### src/rtl/stopwatch_pkg.sv
// Shared types and constants for the stopwatch run controller.
package stopwatch_pkg;

  typedef enum logic [1:0] {
    IDLE = 2'd0,
    RUN  = 2'd1,
    LAP  = 2'd2,
    STOP = 2'd3
  } state_t;

  typedef logic [3:0] bcd_t;

  localparam bcd_t BCD_MAX = 4'd9;

endpackage

### src/rtl/stopwatch_ctrl_btn_edge.sv
// Rising-edge detector for one synchronised push-button level.
module btn_edge
  import stopwatch_pkg::*;
(
  input  logic clk,
  input  logic rst,
  input  logic btn,
  output logic evt
);

  logic btn_q;

  always_ff @(posedge clk or posedge rst) begin
    if (rst) btn_q <= 1'b0;
    else     btn_q <= btn;
  end

  // One event per press; holding the button produces nothing more.
  assign evt = btn & ~btn_q;

endmodule

### src/rtl/stopwatch_ctrl.sv
// Run control, prescaler, lap capture and display mux for a 00..99 BCD stopwatch.
// Define STOPWATCH_AUTOSTOP_EN to stop at 99 instead of wrapping to 00.
module stopwatch_ctrl
  import stopwatch_pkg::*;
#(
  parameter int DIV   = 4,
  parameter int DIV_W = 16
) (
  input  logic       CLK,
  input  logic       RST,
  input  logic       START,
  input  logic       LAP,
  input  logic       CLR,
  input  logic [3:0] CNT1,
  input  logic [3:0] CNT10,
  output logic       CNT_EN,
  output logic       CNT_CLR,
  output logic [3:0] DISP1,
  output logic [3:0] DISP10,
  output logic       RUNNING,
  output logic       LAP_HOLD,
  output logic [1:0] STATE
);

  logic start_evt, lap_evt, clr_evt;
  logic do_start, do_lap, do_clr;
  logic active, counting, wrap, autostop;
  logic [DIV_W-1:0] presc;
  bcd_t lap1, lap10;
  state_t state, state_nx;

  btn_edge u_start (.clk(CLK), .rst(RST), .btn(START), .evt(start_evt));
  btn_edge u_lap   (.clk(CLK), .rst(RST), .btn(LAP),   .evt(lap_evt));
  btn_edge u_clr   (.clk(CLK), .rst(RST), .btn(CLR),   .evt(clr_evt));

  // Same-cycle priority CLR > START > LAP.
  assign do_clr   = clr_evt;
  assign do_start = start_evt & ~clr_evt;
  assign do_lap   = lap_evt & ~clr_evt & ~start_evt;

  assign active = (state == stopwatch_pkg::RUN) || (state == stopwatch_pkg::LAP);
  // Prescaler freezes on the edge that leaves RUN/LAP, so a resume finishes the partial tick.
  assign counting = active & ~do_clr & ~do_start;
  assign wrap     = counting & (presc == DIV_W'(DIV - 1));

`ifdef STOPWATCH_AUTOSTOP_EN
  assign autostop = wrap & (CNT10 == BCD_MAX) & (CNT1 == BCD_MAX);
`else
  assign autostop = 1'b0;
`endif

  always_ff @(posedge CLK or posedge RST) begin
    if (RST) state <= stopwatch_pkg::IDLE;
    else     state <= state_nx;
  end

  always_comb begin
    state_nx = state;
    if (do_clr) begin
      state_nx = stopwatch_pkg::IDLE;
    end else if (autostop) begin
      state_nx = stopwatch_pkg::STOP;
    end else begin
      case (state)
        stopwatch_pkg::IDLE: if (do_start) state_nx = stopwatch_pkg::RUN;
        stopwatch_pkg::RUN: begin
          if (do_start)    state_nx = stopwatch_pkg::STOP;
          else if (do_lap) state_nx = stopwatch_pkg::LAP;
        end
        stopwatch_pkg::LAP: begin
          if (do_start)    state_nx = stopwatch_pkg::STOP;
          else if (do_lap) state_nx = stopwatch_pkg::RUN;
        end
        stopwatch_pkg::STOP: if (do_start) state_nx = stopwatch_pkg::RUN;
        default: state_nx = stopwatch_pkg::IDLE;
      endcase
    end
  end

  always_comb begin
    RUNNING  = active;
    LAP_HOLD = (state == stopwatch_pkg::LAP);
    STATE    = state;
  end

  always_ff @(posedge CLK or posedge RST) begin
    if (RST) begin
      presc   <= '0;
      CNT_EN  <= 1'b0;
      CNT_CLR <= 1'b0;
      lap1    <= '0;
      lap10   <= '0;
    end else begin
      CNT_CLR <= do_clr;
      CNT_EN  <= wrap & ~autostop;
      if (do_clr || wrap) presc <= '0;
      else if (counting)  presc <= presc + DIV_W'(1);
      if ((state == stopwatch_pkg::RUN) && do_lap) begin
        lap1  <= CNT1;
        lap10 <= CNT10;
      end
    end
  end

  assign DISP1  = LAP_HOLD ? lap1  : CNT1;
  assign DISP10 = LAP_HOLD ? lap10 : CNT10;

endmodule

### config.mk
export PLATFORM = sky130hd
export DESIGN_NAME = stopwatch_ctrl
export DESIGN_NICKNAME = d
export VERILOG_FILES = /design/src/rtl/stopwatch_pkg.sv /design/src/rtl/stopwatch_ctrl_btn_edge.sv /design/src/rtl/stopwatch_ctrl.sv
export SDC_FILE = /design/constraint.sdc
export NUM_CORES = 1
export LEC_CHECK = 0
export CAP_MARGIN = 20
export CORE_MARGIN = 4
export CORE_UTILIZATION = 54
export CTS_BUF_LIST = sky130_fd_sc_hd__clkbuf_2 sky130_fd_sc_hd__clkbuf_4 sky130_fd_sc_hd__clkbuf_8
export CTS_CLUSTER_SIZE = 20
export DETAILED_ROUTE_END_ITERATION = 8
export PLACE_DENSITY = 0.79
export SKIP_LAST_GASP = 1
export SLEW_MARGIN = 5
export SYNTH_ARGS = -nofsm -noshare
export SYNTH_HDL_FRONTEND = slang
export SYNTH_SLANG_ARGS = --single-unit
### constraint.sdc
create_clock -name CLK -period 2.85 [get_ports CLK]
set_clock_uncertainty 0.15 [all_clocks]
set_input_delay 0.855 -clock CLK [delete_from_list [all_inputs] [get_ports CLK]]
set_output_delay 0.855 -clock CLK [all_outputs]
set_load 0.02 [all_outputs]
-- After elaboration in Yosys (flattened, before gate mapping)
Cells that the tools add are included.
Widths: inputs -> output; s select.
- register bits after elaboration: 31
- equality and inequality tests: 7
- bitwise gates (word level): 15
- add/sub/neg operators: 1
- reductions and logical operators: 7
- mux-type cells: 11
- operator list (operator ; number):
    $mux 16 ; 2
    $add 16x1->16 const B ; 1
    $eq 16x2->1 const B ; 1
    $mux 2 ; 6
    $and 1x1->1 ; 9
    $mux 4 ; 2
    $not 1->1 ; 6
    $pmux 2 s3 ; 1
    $eq 2x2->1 const B ; 2
    $ne 4x1->1 const B ; 1
    $ne 4x4->1 const B ; 1
    $ne 3x1->1 const B ; 1
    $reduce_and 3->1 ; 1
    $eq 2x1->1 const B ; 1
    $logic_not 2->1 ; 1
    $logic_or 1x1->1 ; 2
    $reduce_bool 2->1 ; 1
    $reduce_or 2->1 ; 1
    $logic_and 1x1->1 ; 1

-- Longest topological paths before layout
Gate-level depths: netlist of the first run.
- word-level depth: 9
- gate-level depth with buffers: 7
- gate-level depth less buffers: 6

-- By module
A second synthesis of the first run with hierarchy kept.
- cells, all modules: 147
- area total of the unflattened synthesis: 1626.6 um^2
- by module, submodules not included (module ; instances ; cells each ; area each (um^2)):
    stopwatch_ctrl ; 1 ; 138 ; 1498.9
    btn_edge ; 3 ; 3 ; 42.5

-- Worst setup path before layout of the first run
No wires, ideal clock.
- path kind: register to output
- start point: register state[0] (netlist: STATE[0])
- end point: output port DISP10[0]
- required time: 1845 ps
- path slack: 237 ps
- data arrival time: 1608 ps
- stages on the path, launching flop included: 5
- buffers on the path: 1
- cells stage by stage: dfrtp_1 inv_1 ha_1 clkbuf_1 mux2_2
- word-level cells in the longest chain between the ends: 2
- ends and longest elaborated chain (what ; line ; source):
    start, declared ; stopwatch_ctrl.sv:30 ; state_t state, state_nx;
    start signal, assigned ; stopwatch_ctrl.sv:53 ; if (RST) state <= stopwatch_pkg::IDLE;
    start signal, assigned ; stopwatch_ctrl.sv:54 ; else state <= state_nx;
    $eq 2x2->1 ; stopwatch_ctrl.sv:82 ; LAP_HOLD = (state == stopwatch_pkg::LAP);
    via LAP_HOLD ; stopwatch_ctrl.sv:21 ; output logic LAP_HOLD,
    $mux 4 ; stopwatch_ctrl.sv:106 ; assign DISP10 = LAP_HOLD ? lap10 : CNT10;
    end, declared ; stopwatch_ctrl.sv:19 ; output logic [3:0] DISP10,
The timed path passes the listed nets, and every way through them passes these cells.

-- Worst setup path after layout of the first run
- start point: input port CNT10[3]
- end point: output port DISP10[3]
- word-level cells in the longest chain between the ends: 1
- ends and longest elaborated chain (what ; line ; source):
    start, declared ; stopwatch_ctrl.sv:15 ; input logic [3:0] CNT10,
    $mux 4 ; stopwatch_ctrl.sv:106 ;
Every way passes these cells.

==> results of run 1 <==
-- sequential cells by signal, indices dropped and copies added (netlist names) --
signal and cells:
lap10 4, u_start.btn_q 1, CNT_CLR 1, STATE 2
u_lap.btn_q 1, CNT_EN 1, lap1 4, u_clr.btn_q 1
presc 16
-- what timing repair did --
item,CTS,global route
setup endpoints to repair,9,9
hold buffers,0,0
gates resized for setup,18,9
-- layout by cell type, fill, tap and decap left out, drive strengths merged, types with 2 or more instances in the layout --
cell / count
nand3: 4
nand4b: 2
clkdlybuf4s50: 16
mux2: 16
xnor2: 4
nand2b: 3
nor4: 4
nor3: 2
inv: 7
o21ai: 9
a211oi: 2
nand2: 6
or4: 3
or3: 7
dfrtp: 31
a21oi: 9
nand4: 3
buf: 11
clkbuf: 13
nor2: 8
nor4b: 2
xor2: 2
o31ai: 3
nor2b: 2
ha: 3
-- per-stage QoR --
step / util [%] / cell area, sq um / worst slack (ns)
final: 72.17 / 1973 / -0.004005
after global routing: 72.17 / 1973 / -0.003785
after CTS: 73.32 / 2004 / -0.02693
after detailed placement: 69.79 / 1908 / -0.2406
after global placement: 69.79 / 1908 / -0.2365
after floorplan: - / 1539 / 0.2366
-- kinds of logic (layout without fill, tap and decap cells) --
group           after synthesis  in the layout  synth area share (%)
mux                          17             17                 12.36
flops                        31             31                 50.41
compound gates               26             26                 9.918
simple gates                 48             48                 18.78
fa+ha+maj                     3              3                 2.439
xor+xnor                      6              6                 3.415
buf+inv                      10             52                 2.683
-- metal layers --
metal	global-route usage [%]	routed length [um]
met3	7.338	249
met5	0	0
met4	6.970	49
met1	24.53	1346
met2	32.93	1565
-- critical path: stages --
cell,delay (ns)
sky130_fd_sc_hd__clkdlybuf4s50_1,0.43
sky130_fd_sc_hd__mux2_2,0.27
sky130_fd_sc_hd__clkdlybuf4s15_1,0.29
-- power groups by stage --
stage	Clock (uW)	Sequential (uW)	Combinational [uW]
3_5_place_dp	0	598	697
5_1_grt	398	607	724
2_1_floorplan	0	601	404
4_1_cts	374	594	693
6_report	364	594	666
3_3_place_gp	0	588	668
-- how the worst max path moves through the flow --
stage	start	end	slack, ns	cells after the start
after floorplan	STATE[0]$_DFFE_PP0P_	DISP10[0]	0.24	4
after global placement	CNT1[3]	DISP1[3]	-0.24	3
after detailed placement	CNT10[3]	DISP10[3]	-0.24	3
after CTS	CNT10[3]	DISP10[3]	-0.03	3
after global routing	CNT10[3]	DISP10[3]	-0.004	3
final	CNT10[3]	DISP10[3]	-0.004	3
-- final cells by class --
cell class	count	area [sq um]
Tap cell	31	38.79
Inverter	7	28.78
Sequential cell	31	775.7
Multi-Input combinational cell	100	734.5
Clock buffer	6	51.30
Clock inverter	2	35.03
Timing Repair Buffer	37	309.0
Fill cell	212	760.7
==> insert_results.sql, run 1 <==
INSERT INTO impl_metrics (metric_group, metric, value, unit) VALUES
('timing', 'worstMarginPinSlew', '0.3830', 'ns'),
('yosys', 'synth_most_common_cell', 'sky130_fd_sc_hd__dfrtp_1', ''),
('power_and_ir_drop', 'cell_internal_power', '1073', 'uW'),
('status', 'failing_checks', 'negative setup slack', ''),
('timing', 'whs', '0.3632', 'ns'),
('min_path', 'hp-start', 'lap1[0]$_DFFE_PP0P_', ''),
('yosys', 'asyncSetResetFlopFracSynth', '100.0', '%'),
('timing', 'min_period', '2.854', 'ns'),
('yosys', 'synthesis.area', '1539', 'sq um'),
('setup_path', 'timing.critical_path.from_type', 'input pin', ''),
('power_and_ir_drop', 'design_power_total', '1623', 'uW'),
('timing', 'setup-violations-final', '1', ''),
('setup_path', 'crit_arrival', '1.85', 'ns'),
('route', 'post_drt_wl_per_cell', '15.00', 'um'),
('clock_tree', 'post-cts-setup-buffers', '0', ''),
('power_and_ir_drop', 'vdd.ir_drop.worst', '0.8139', 'mV'),
('die', 'fp.coreArea', '2734', 'sq um'),
('setup_path', 'timing.rr.end', 'presc[9]$_DFFE_PP0P_', ''),
('min_path', 'hp-class', 'flip-flop to flip-flop', ''),
('yosys', 'cell_types_with_the_highest_counts_after_synthesis', 'sky130_fd_sc_hd__dfrtp_1 (31), sky130_fd_sc_hd__mux2_2 (16), sky130_fd_sc_hd__a21oi_1 (9), sky130_fd_sc_hd__o21ai_0 (9), sky130_fd_sc_hd__nor2_1 (8)', ''),
('timing', 'postLayoutSetupSlackWorst', '-0.004005', 'ns'),
('setup_path', 'cp_data_required_time', '1.85', 'ns'),
('power_and_ir_drop', 'leakage_power_figure', '0.0008602', 'uW'),
('power_and_ir_drop', 'combPwrFrac', '41.0', '%'),
('yosys', 'synth_cell_types', '33', ''),
('place', 'place_congestion', '0.7887', ''),
('min_path', 'whs_endpoint', 'lap1[0]$_DFFE_PP0P_', ''),
('status', 'status', 'finished with violations', ''),
('clock_tree', 'cts_max_path_buffers', '2', ''),
('route', 'drc_errors', '0', ''),
('die', 'die_area', '3768', 'sq um'),
('yosys', 'syn_nets', '157', ''),
('cells_and_area', 'finalNonFillerCells', '214', ''),
('setup_path', 'setup.reg_to_reg.worst_slack', '0.36', 'ns'),
('grt', 'grt_antenna_before_repair', '0', ''),
('setup_path', 'timing_worst_setup_path_type', 'input pin to output pin', ''),
('route', 'detail_route.wirelength', '3.211', 'mm'),
('timing', 'fin_tns_setup', '-0.004005', 'ns'),
('flow_run', 'drv_cap', '0', ''),
('power_and_ir_drop', 'p_sw_share', '33.92', '%'),
('yosys', 'synth_top_area_cell', 'sky130_fd_sc_hd__dfrtp_1', ''),
('timing', 'unrepaired_setup_endpoints_after_global_routing', 'yes', ''),
('timing', 'report.final.slew_viol_count', '0', ''),
('grt', 'largest_net_degree_at_the_start_of_global_routing', '32', ''),
('die', 'core.rowCount', '19', ''),
('route', 'detail_route.iter0.violations', '54', ''),
('clock_tree', 'cts_root_buf', 'sky130_fd_sc_hd__clkbuf_4', ''),
('power_and_ir_drop', 'power_switching', '550.7', 'uW'),
('min_path', 'holdPathStages', '1', ''),
('clock_tree', 'clock_transition_at_path_regs', '0.10', 'ns'),
('timing', 'max-slew-margin-rel', '74.47', '%'),
('route', 'router_iterations_before_antenna_repair', '4', ''),
('yosys', 'ys_warnings', '0', ''),
('yosys', 'dominantRegCellSynth', 'sky130_fd_sc_hd__dfrtp_1', ''),
('setup_path', 'reg2regPathDepth', '8', ''),
('place', 'dpl.hpwl', '2.408', 'mm'),
('cells_and_area', 'finish.net_count', '198', ''),
('yosys', 'synthCells', '141', ''),
('die', 'ioPinCount', '27', ''),
('die', 'fp.dieH', '61.39', 'um'),
('clock_tree', 'cts_tree', 'done', ''),
('yosys', 'synth_enable_flop_cells', '0', ''),
('power_and_ir_drop', 'seqPwrFrac', '36.6', '%'),
('timing', 'period_share', '100.1', '%'),
('setup_path', 'worstSetupEndpointType', 'output pin', ''),
('setup_path', 'timing.rr.start', 'STATE[0]$_DFFE_PP0P_', ''),
('power_and_ir_drop', 'powerDensity', '822.8', 'nW/um^2'),
('grt', 'overflow', '0', ''),
('clock_tree', 'cts_max_level', '2', ''),
('timing', 'fmaxAchievable', '350.4', 'MHz'),
('power_and_ir_drop', 'share_clk_of_total_power', '22.4', '%');
No activity file was read; power rests on OpenSTA's default activity.
==> run 2, diff against run 1 <==
- PLACE_DENSITY: 0.79 -> 0.87
- SLEW_MARGIN: 5 -> default
==> insert_results.sql, run 2 (synthesis gave the netlist of run 1 again) <==
INSERT INTO impl_metrics (metric_group, metric, value, unit) VALUES
('status', 'status', 'complete, no violations', ''),
('setup_path', 'cp_data_required_time', '1.85', 'ns'),
('clock_tree', 'cts_root_buf', 'sky130_fd_sc_hd__clkbuf_4', ''),
('setup_path', 'timing.critical_path.cells', 'clkdlybuf4s50_1 > mux2_2 > clkdlybuf4s15_2', ''),
('die', 'die_area', '3768', 'sq um'),
('timing', 'whs', '0.3656', 'ns'),
('place', 'placed_cell_area', '1916', 'sq um'),
('cells_and_area', 'layout-drive-gt1-share', '25.54', '%'),
('flow_run', 'drv_cap', '0', ''),
('grt', 'track_usage', '21.61', '%'),
('setup_path', 'timing.critical_path.from_type', 'input pin', ''),
('die', 'start_util', '56.29', '%'),
('timing', 'period_share', '99.43', '%'),
('route', 'detail_route.wirelength', '3.599', 'mm'),
('route', 'post_drt_wl_per_cell', '16.74', 'um'),
('route', 'detail_route.iter0.violations', '38', ''),
('die', 'core.rowCount', '19', ''),
('setup_path', 'crit_path_max_fanout', '2', ''),
('setup_path', 'crit_path_top_delay_cell', 'sky130_fd_sc_hd__clkdlybuf4s50_1', ''),
('cells_and_area', 'ff_latch_area', '775.7', 'sq um'),
('timing', 'report.final.slew_viol_count', '0', ''),
('clock_tree', 'worst_skew_pair.late_latency', '0.32', 'ns'),
('grt', 'grt_first_pass_wirelength', '5.975', 'mm'),
('setup_path', 'cpPeakStageDelay', '0.44', 'ns'),
('route', 'drc_errors', '0', ''),
('place', 'io_buffer_count', '26', ''),
('setup_path', 'crit_arrival', '1.83', 'ns'),
('min_path', 'hp-class', 'flip-flop to flip-flop', ''),
('setup_path', 'setup.reg_to_reg.worst_slack', '0.52', 'ns'),
('cells_and_area', 'registers.top_by_ff_count', 'presc', ''),
('clock_tree', 'cts_max_path_buffers', '2', ''),
('route', 'router_iterations_before_antenna_repair', '4', ''),
('clock_tree', 'cts_tree', 'done', ''),
('grt', 'number_of_global_route_vias_before_repair', '1328', ''),
('cells_and_area', 'post_route_core_utilization', '73.04', '%'),
('grt', 'largest_net_degree_at_the_start_of_global_routing', '32', ''),
('route', 'post_drt_via_cell_ratio', '6.042', ''),
('timing', 'min_period', '2.834', 'ns'),
('timing', 'max-slew-margin-rel', '74.31', '%'),
('clock_tree', 'post-cts-setup-buffers', '0', ''),
('die', 'fp.dieH', '61.39', 'um'),
('cells_and_area', 'layout.cells.most_common_list', 'sky130_fd_sc_hd__dfrtp_1 (31), sky130_fd_sc_hd__mux2_2 (16), sky130_fd_sc_hd__clkdlybuf4s50_1 (16), sky130_fd_sc_hd__buf_4 (12)', ''),
('route', 'dr_total_vias', '1299', ''),
('timing', 'setup-violations-final', '0', ''),
('clock_tree', 'cts_max_level', '2', ''),
('clock_tree', 'clock_sink_count', '31', ''),
('power_and_ir_drop', 'powerDensity', '818.2', 'nW/um^2'),
('power_and_ir_drop', 'design_power_total', '1634', 'uW'),
('cells_and_area', 'area_of_the_multi_input_gates', '734.5', 'sq um'),
('route', 'antenna_left', '0', ''),
('grt', 'grt_antenna_before_repair', '0', ''),
('cells_and_area', 'diode_count', '0', ''),
('clock_tree', 'postCtsHoldBufs', '0', ''),
('clock_tree', 'clock_transition_at_path_regs', '0.10', 'ns'),
('clock_tree', 'numCtsBuffers', '5', ''),
('cells_and_area', 'mostFrequentLayoutCell', 'sky130_fd_sc_hd__dfrtp_1', ''),
('die', 'die_w', '61.39', 'um'),
('place', 'dpl.hpwl', '2.643', 'mm'),
('die', 'ioPinCount', '27', ''),
('place', 'place_congestion', '0.8340', ''),
('timing', 'hold_violations_final', '0', ''),
('cells_and_area', 'largest_register_ffs', '16', ''),
('power_and_ir_drop', 'vdd.ir_drop.worst', '0.7271', 'mV'),
('cells_and_area', 'largestRegisters', 'presc: 16 flops, lap10: 4 flops, lap1: 4 flops', ''),
('timing', 'worstMarginPinSlew', '0.3853', 'ns'),
('cells_and_area', 'final_design_area_no_fill', '1997', 'sq um'),
('timing', 'fmaxAchievable', '352.9', 'MHz'),
('grt', 'overflow', '0', ''),
('timing', 'unrepaired_setup_endpoints_after_global_routing', 'no', ''),
('cells_and_area', 'layout-area-overhead-vs-synth', '29.76', '%'),
('power_and_ir_drop', 'leakage_power_figure', '0.0008771', 'uW'),
('die', 'fp.coreArea', '2734', 'sq um'),
('cells_and_area', 'fill_cells', '180', ''),
('setup_path', 'timing_worst_setup_path_type', 'input pin to output pin', ''),
('cells_and_area', 'finish.net_count', '199', ''),
('setup_path', 'worstSetupEndpointType', 'output pin', '');
-- run 2: cell count changes in the layout (fill, tap and decap cells not counted) --
cell and change:
sky130_fd_sc_hd__clkbuf_2 -2, sky130_fd_sc_hd__clkdlybuf4s15_2 +2, sky130_fd_sc_hd__buf_4 +1, sky130_fd_sc_hd__dlygate4sd2_1 -1, sky130_fd_sc_hd__dlymetal6s2s_1 +1
-- run 2: final timing paths --
check / from / endpoint / depth (start not counted)
hold / removal: lap1[0]$_DFFE_PP0P_ / lap1[0]$_DFFE_PP0P_ / 1
setup / recovery: CNT1[3] / DISP1[3] / 3
min in group asynchronous: RST / presc[12]$_DFFE_PP0P_ / 3
setup reg to reg: STATE[0]$_DFFE_PP0P_ / presc[13]$_DFFE_PP0P_ / 7
hold reg to reg: lap1[0]$_DFFE_PP0P_ / lap1[0]$_DFFE_PP0P_ / 1
max in group asynchronous: RST / presc[15]$_DFFE_PP0P_ / 3
-- run 2: timing repair --
action,CTS,global route
resized for setup,19,8
setup endpoints to repair,10,7
pin swaps,0,0
-- run 2: power by group --
group	internal (uW)	total (uW)	switching, uW
clock network	207	353	146
logic	347	687	340
registers	529	594	65.0
total	1080	1630	551
-- run 2: cell type report --
| class | count | area share (%) |
|---|---|---|
| clock buffers | 6 | 2.569 |
| multi-input cells | 100 | 36.78 |
| clock inverters | 2 | 1.754 |
| repair buffers | 38 | 16.67 |
| inverters | 7 | 1.441 |
| flip-flops and latches | 31 | 38.85 |
| well taps | 31 | 1.942 |
-- run 2: critical path, delay by kind of cell --
| kind | cells | cell delay [ns] |
|---|---|---|
| buf+inv | 2 | 0.69 |
| mux | 1 | 0.28 |
-- run 2: layer usage --
layer | wire length, um | global-route usage [%] | vias to the layer above | part of all wire, %
li1 | - | - | 608 | -
met2 | 1891 | 38.37 | 44 | 53
met4 | 55 | 7.576 | 0 | 1.5
met3 | 228 | 5.031 | 6 | 6.3
met5 | 0 | 0 | - | 0
met1 | 1423 | 25.61 | 641 | 40
-- run 2: stage by stage --
step	std cells	TNS, ns	worst slack (ns)
2_1_floorplan	141	0	0.2366
3_3_place_gp	207	-1.824	-0.2134
3_5_place_dp	207	-2.456	-0.2786
4_1_cts	215	-0.02075	-0.02075
5_1_grt	215	0	0.00006839
6_report	215	0	0.01635
==> RTL edit 1, RTL diff (flow settings as in run 2) <==
The parameter `DIV_W` goes from 16 to 12.
--- a/src/rtl/stopwatch_ctrl.sv
+++ b/src/rtl/stopwatch_ctrl.sv
@@ -4,7 +4,7 @@
   import stopwatch_pkg::*;
 #(
   parameter int DIV   = 4,
-  parameter int DIV_W = 16
+  parameter int DIV_W = 12
 ) (
   input  logic       CLK,
   input  logic       RST,
Check against the original RTL: no difference found for any inputs over 10 cycles, from zero or initial values and one cycle with RST high; that may be too few to reach the edited logic, so the function may still have changed.
==> RTL edit 1 against run 2 <==
  * Hold slack better by 7.6 ps
  * Synthesized area shrank 11%
  * Power shrank 14%
  * Sequential cell count down 4
  * Cell area fell by 13%
  * Count of clock-buffer cells in the layout fell by 2
  * Setup slack got worse by 6.1 ps
  * Wire length fell by 15%
  * Core utilization is 2.3 points higher
  * Critical path type unchanged
  * Critical endpoint is now DISP10[2]
==> RTL edit 1: results (changes against run 2) <==
Parameter                              Value

Outcome
  Outcome ... finished, final reports clean

Global route
  Maximum number of pins on one net before global-route repair ... 28 (-13%)
  Met3 track demand over resource ... 2.67% (-2.4 points)
  M2 GR Usage ... 36.8% (-1.6 points)
  Initial antenna violation count ... 0 (unchanged)
  First-pass GRT wire length ... 5220 µm (-13%)
  Vias in the first global route ... 1,165 (-12%)
  Global Route met1 Usage ... 23.9% (-1.7 points)

Finish
  Share of final-layout standard cells stronger than drive strength 1 ... 29.1% (+3.6 points)
  Count of nets after finishing ... 175 (-12%)
  Registers with the highest flip-flop counts ... presc (12), lap10 (4), lap1 (4)
  Fill cell count ... 159 (-12%)

Power and ir drop
  Worst vdd rail ir drop ... 0.612 mV (-16%)
  Leakage power total ... 0.755 nW (-14%)

Critical path
  Critical R2R Capture ... presc[9]
  R2R Setup Slk ... 400 ps (-120 ps)

Route
  Met3 WL post-DR ... 138 µm (-39%)
  Via Count ... 1,078 (-17%)
  Metal2 WL ... 1600 µm (-16%)
  Routed length on met1 ... 1270 µm (-11%)

CTS
  Post-CTS setup buffer count ... 0 (unchanged)
  H-tree lvl count ... 1 (-1)
  Clock-pin slew reported for the worst setup and hold paths after clock tree synthesis ... 140 ps (+40 ps)
  Number of buffers created by CTS ... 3 (-2)

Timing
  Worst hold margin ... 373 ps (+7.64 ps)
  Max transition margin ... 77.1% (+2.8 points)

Placed design
  Post-detailed-placement half-perimeter wirelength ... 2320 µm (-12%)
  Final estimated routing congestion in global placement ... 0.810 (-2.9%)

Hold path
  Endpoint, Worst Hold ... lap10[0]
  Worst Hold Launch ... lap10[0]
  Hold Path Cell Cnt ... 1 (unchanged)

Synthesis
  Share of synthesized area occupied by flip-flops and latches ... 49.5% (-0.87 points)
  Number of flops mapped to enable cells by yosys ... 0 (unchanged)
  Post-synth cell types ... 35 (+6.1%)
  Ranking of synthesized cells by area ... sky130_fd_sc_hd__dfrtp_1 (50%), sky130_fd_sc_hd__mux2_2 (13%), sky130_fd_sc_hd__ha_1 (2.8%)
  Total nets after synthesis ... 137 (-13%)
==> RTL edit 1: changes by cell type in the layout (fill, tap and decap cells not counted), moves of 3 or more <==
| cell | run 2 | this run |
|---|---|---|
| sky130_fd_sc_hd__or3_1 | 7 | 1 |
| sky130_fd_sc_hd__dfrtp_1 | 31 | 27 |
| sky130_fd_sc_hd__a21oi_1 | 9 | 6 |
| sky130_fd_sc_hd__o21ai_0 | 9 | 4 |
==> RTL edit 1: how the worst max path moves through the flow <==
stage | startpoint | depth (start not counted) | end | slack (ps)
global route | CNT10[2] | 3 | DISP10[2] | -8
finish | CNT10[2] | 3 | DISP10[2] | 10
CTS | CNT10[1] | 3 | DISP10[1] | -20
global placement | CNT1[0] | 3 | DISP1[0] | -220
detailed placement | CNT10[1] | 3 | DISP10[1] | -240
floorplan | STATE[0] | 4 | DISP10[0] | 240
==> RTL edit 1: critical path, cell delays in order <==
cell and delay, ps:
sky130_fd_sc_hd__clkdlybuf4s50_1 430, sky130_fd_sc_hd__mux2_2 270, sky130_fd_sc_hd__clkdlybuf4s15_1 280
==> RTL edit 1: stage by stage <==
stage	util, %	std cells	setup WS [ps]	instance area (µm²)	setup TNS [ps]
5_1_grt	75.3	186	-7.67	1730	-7.67
2_1_floorplan	-	121	237	1360	0
4_1_cts	76.4	186	-24.3	1750	-24.3
3_3_place_gp	75.1	182	-217	1730	-1680
3_5_place_dp	75.1	182	-242	1730	-1960
6_report	75.3	186	10.3	1730	0
==> RTL edit 1: kinds of logic after synthesis <==
group / after synthesis / synth area share, %
AOI/OAI and AO/OA: 20 / 9.45
xor gates and xnor gates: 5 / 3.21
adders and majority gates: 3 / 2.75
buffers and inverters: 10 / 3.03
DFF: 27 / 49.5
muxes: 17 / 13.9
and+or+nand+nor: 39 / 18.1
==> RTL edit 1: area by class of cell <==
| type | count | area share (%) |
|---|---|---|
| multi-input cells | 84 | 38.1 |
| well taps | 28 | 2.02 |
| inverters | 6 | 1.45 |
| clock buffers | 4 | 1.74 |
| repair buffers | 37 | 17.6 |
| flip-flops and latches | 27 | 39.0 |
==> RTL edit 1: report_power, final <==
part | switching (mW) | leakage [nW] | total, mW | internal, mW
clock | 0.110 | 0.0184 | 0.175 | 0.0643
combinational | 0.351 | 0.389 | 0.691 | 0.340
sequential | 0.0682 | 0.348 | 0.540 | 0.472
==> RTL edit 1: what timing repair did <==
item / CTS / global route
gates resized for setup: 18 / 9
endpoints found under the hold margin: 0 / 0
cloned: 0 / 0
endpoints found under the setup margin: 10 / 8
==> RTL edit 2, RTL diff (flow settings as in run 2) <==
Without the edit above. Register the outputs `DISP1` and `DISP10`, with the module's reset; this adds one clock of latency there. The other outputs are not delayed to match.
--- a/src/rtl/stopwatch_ctrl.sv
+++ b/src/rtl/stopwatch_ctrl.sv
@@ -102,8 +102,15 @@
     end
   end
 
-  assign DISP1  = LAP_HOLD ? lap1  : CNT1;
-  assign DISP10 = LAP_HOLD ? lap10 : CNT10;
+  always_ff @(posedge CLK or posedge RST) begin
+    if (RST) begin
+      DISP1  <= '0;
+      DISP10 <= '0;
+    end else begin
+      DISP1  <= LAP_HOLD ? lap1  : CNT1;
+      DISP10 <= LAP_HOLD ? lap10 : CNT10;
+    end
+  end
 
 endmodule
 
Behaviour: not the same (a bounded check fails within 4 cycles, from zero or initial values and one cycle with RST high).
==> RTL edit 2 against run 2 <==
  * Sequential cell count is 8 higher
  * Sequential share of layout area up 5.2 points
  * Hold slack got worse by 7.1 ps
  * Synthesized area up 17%
  * Power is 5.1% higher
  * Combinational power decreased by 7.3%
  * Wire length is 5.3% higher
  * Cell area rose by 11%
  * Setup slack improved by 190 ps
  * Largest power group is now registers
==> RTL edit 2: results (changes against run 2) <==
Parameter                              Value

Outcome
  Outcome ... finished, final reports clean

Finish
  Clock buffers ... 8 (+2)
  Number of logic inverters in the finished layout ... 6 (-1)
  Share of final-layout standard cells stronger than drive strength 1 ... 20.8% (-4.7 points)
  Non-clock buffer count in the final layout ... 35 (-7.9%)
  Share of cell area taken by flip-flops and latches ... 44.1% (+5.2 points)
  Layout Cells excl Fill ... 236 (+9.8%)
  Fraction of area in clock buffers and inverters ... 3.28% (-1.0 points)
  Area growth from synthesis to layout ... 23.3%

Critical path
  Largest stage delay on the critical path ... 410 ps (-30 ps)
  Crit Path Max Fanout ... 5 (+3)
  Worst setup path class ... reg2out
  Worst Setup EP ... RUNNING

Global route
  First-pass GRT wire length ... 6570 µm (+9.9%)
  M2 GR Usage ... 34.4% (-4.0 points)
  Met3 track demand over resource ... 7.69% (+2.7 points)

Synthesis
  Share of synthesized area occupied by flip-flops and latches ... 54.4% (+3.9 points)
  Share of the synthesized area in compound gates (AO/OA/AOI/OAI) ... 8.01% (-1.9 points)
  Most used standard cells in the synthesized netlist ... sky130_fd_sc_hd__dfrtp_1 (39), sky130_fd_sc_hd__mux2_2 (18), sky130_fd_sc_hd__a21oi_1 (10), sky130_fd_sc_hd__nor2_1 (10)
  Post-synth cell types ... 36 (+9.1%)
  Mux contribution to synthesized area ... 11.8% (-0.51 points)

Hold path
  Worst Hold Launch ... lap1[3]

Placed design
  Worst setup timing slack at the placement stage ... 11.4 ps (+290 ps)
  Post-detailed-placement half-perimeter wirelength ... 2670 µm (+0.97%)

Timing
  Fmax ... 0.378 GHz (+7.1%)
-- RTL edit 2: cell count changes in the layout (fill, tap and decap cells not counted), moves of 5 or more --
cell / delta
sky130_fd_sc_hd__or3_1: -5
sky130_fd_sc_hd__dfrtp_1: +8
sky130_fd_sc_hd__clkbuf_2: -5
sky130_fd_sc_hd__o21ai_0: -6
sky130_fd_sc_hd__clkdlybuf4s50_1: +9
-- RTL edit 2: per-layer routing --
| metal | up-vias | part of all wire (%) |
|---|---|---|
| li1 | 645 | - |
| met1 | 693 | 43 |
| met2 | 30 | 50 |
| met3 | 7 | 4.9 |
| met4 | 0 | 2.0 |
| met5 | - | 0 |
-- RTL edit 2: report_power, final --
part,total (mW),leakage [nW],switching (mW),internal [mW]
Combinational,0.637,0.417,0.312,0.326
Clock,0.331,0.0420,0.177,0.155
Sequential,0.748,0.497,0.0697,0.678
Total,1.72,0.956,0.558,1.16
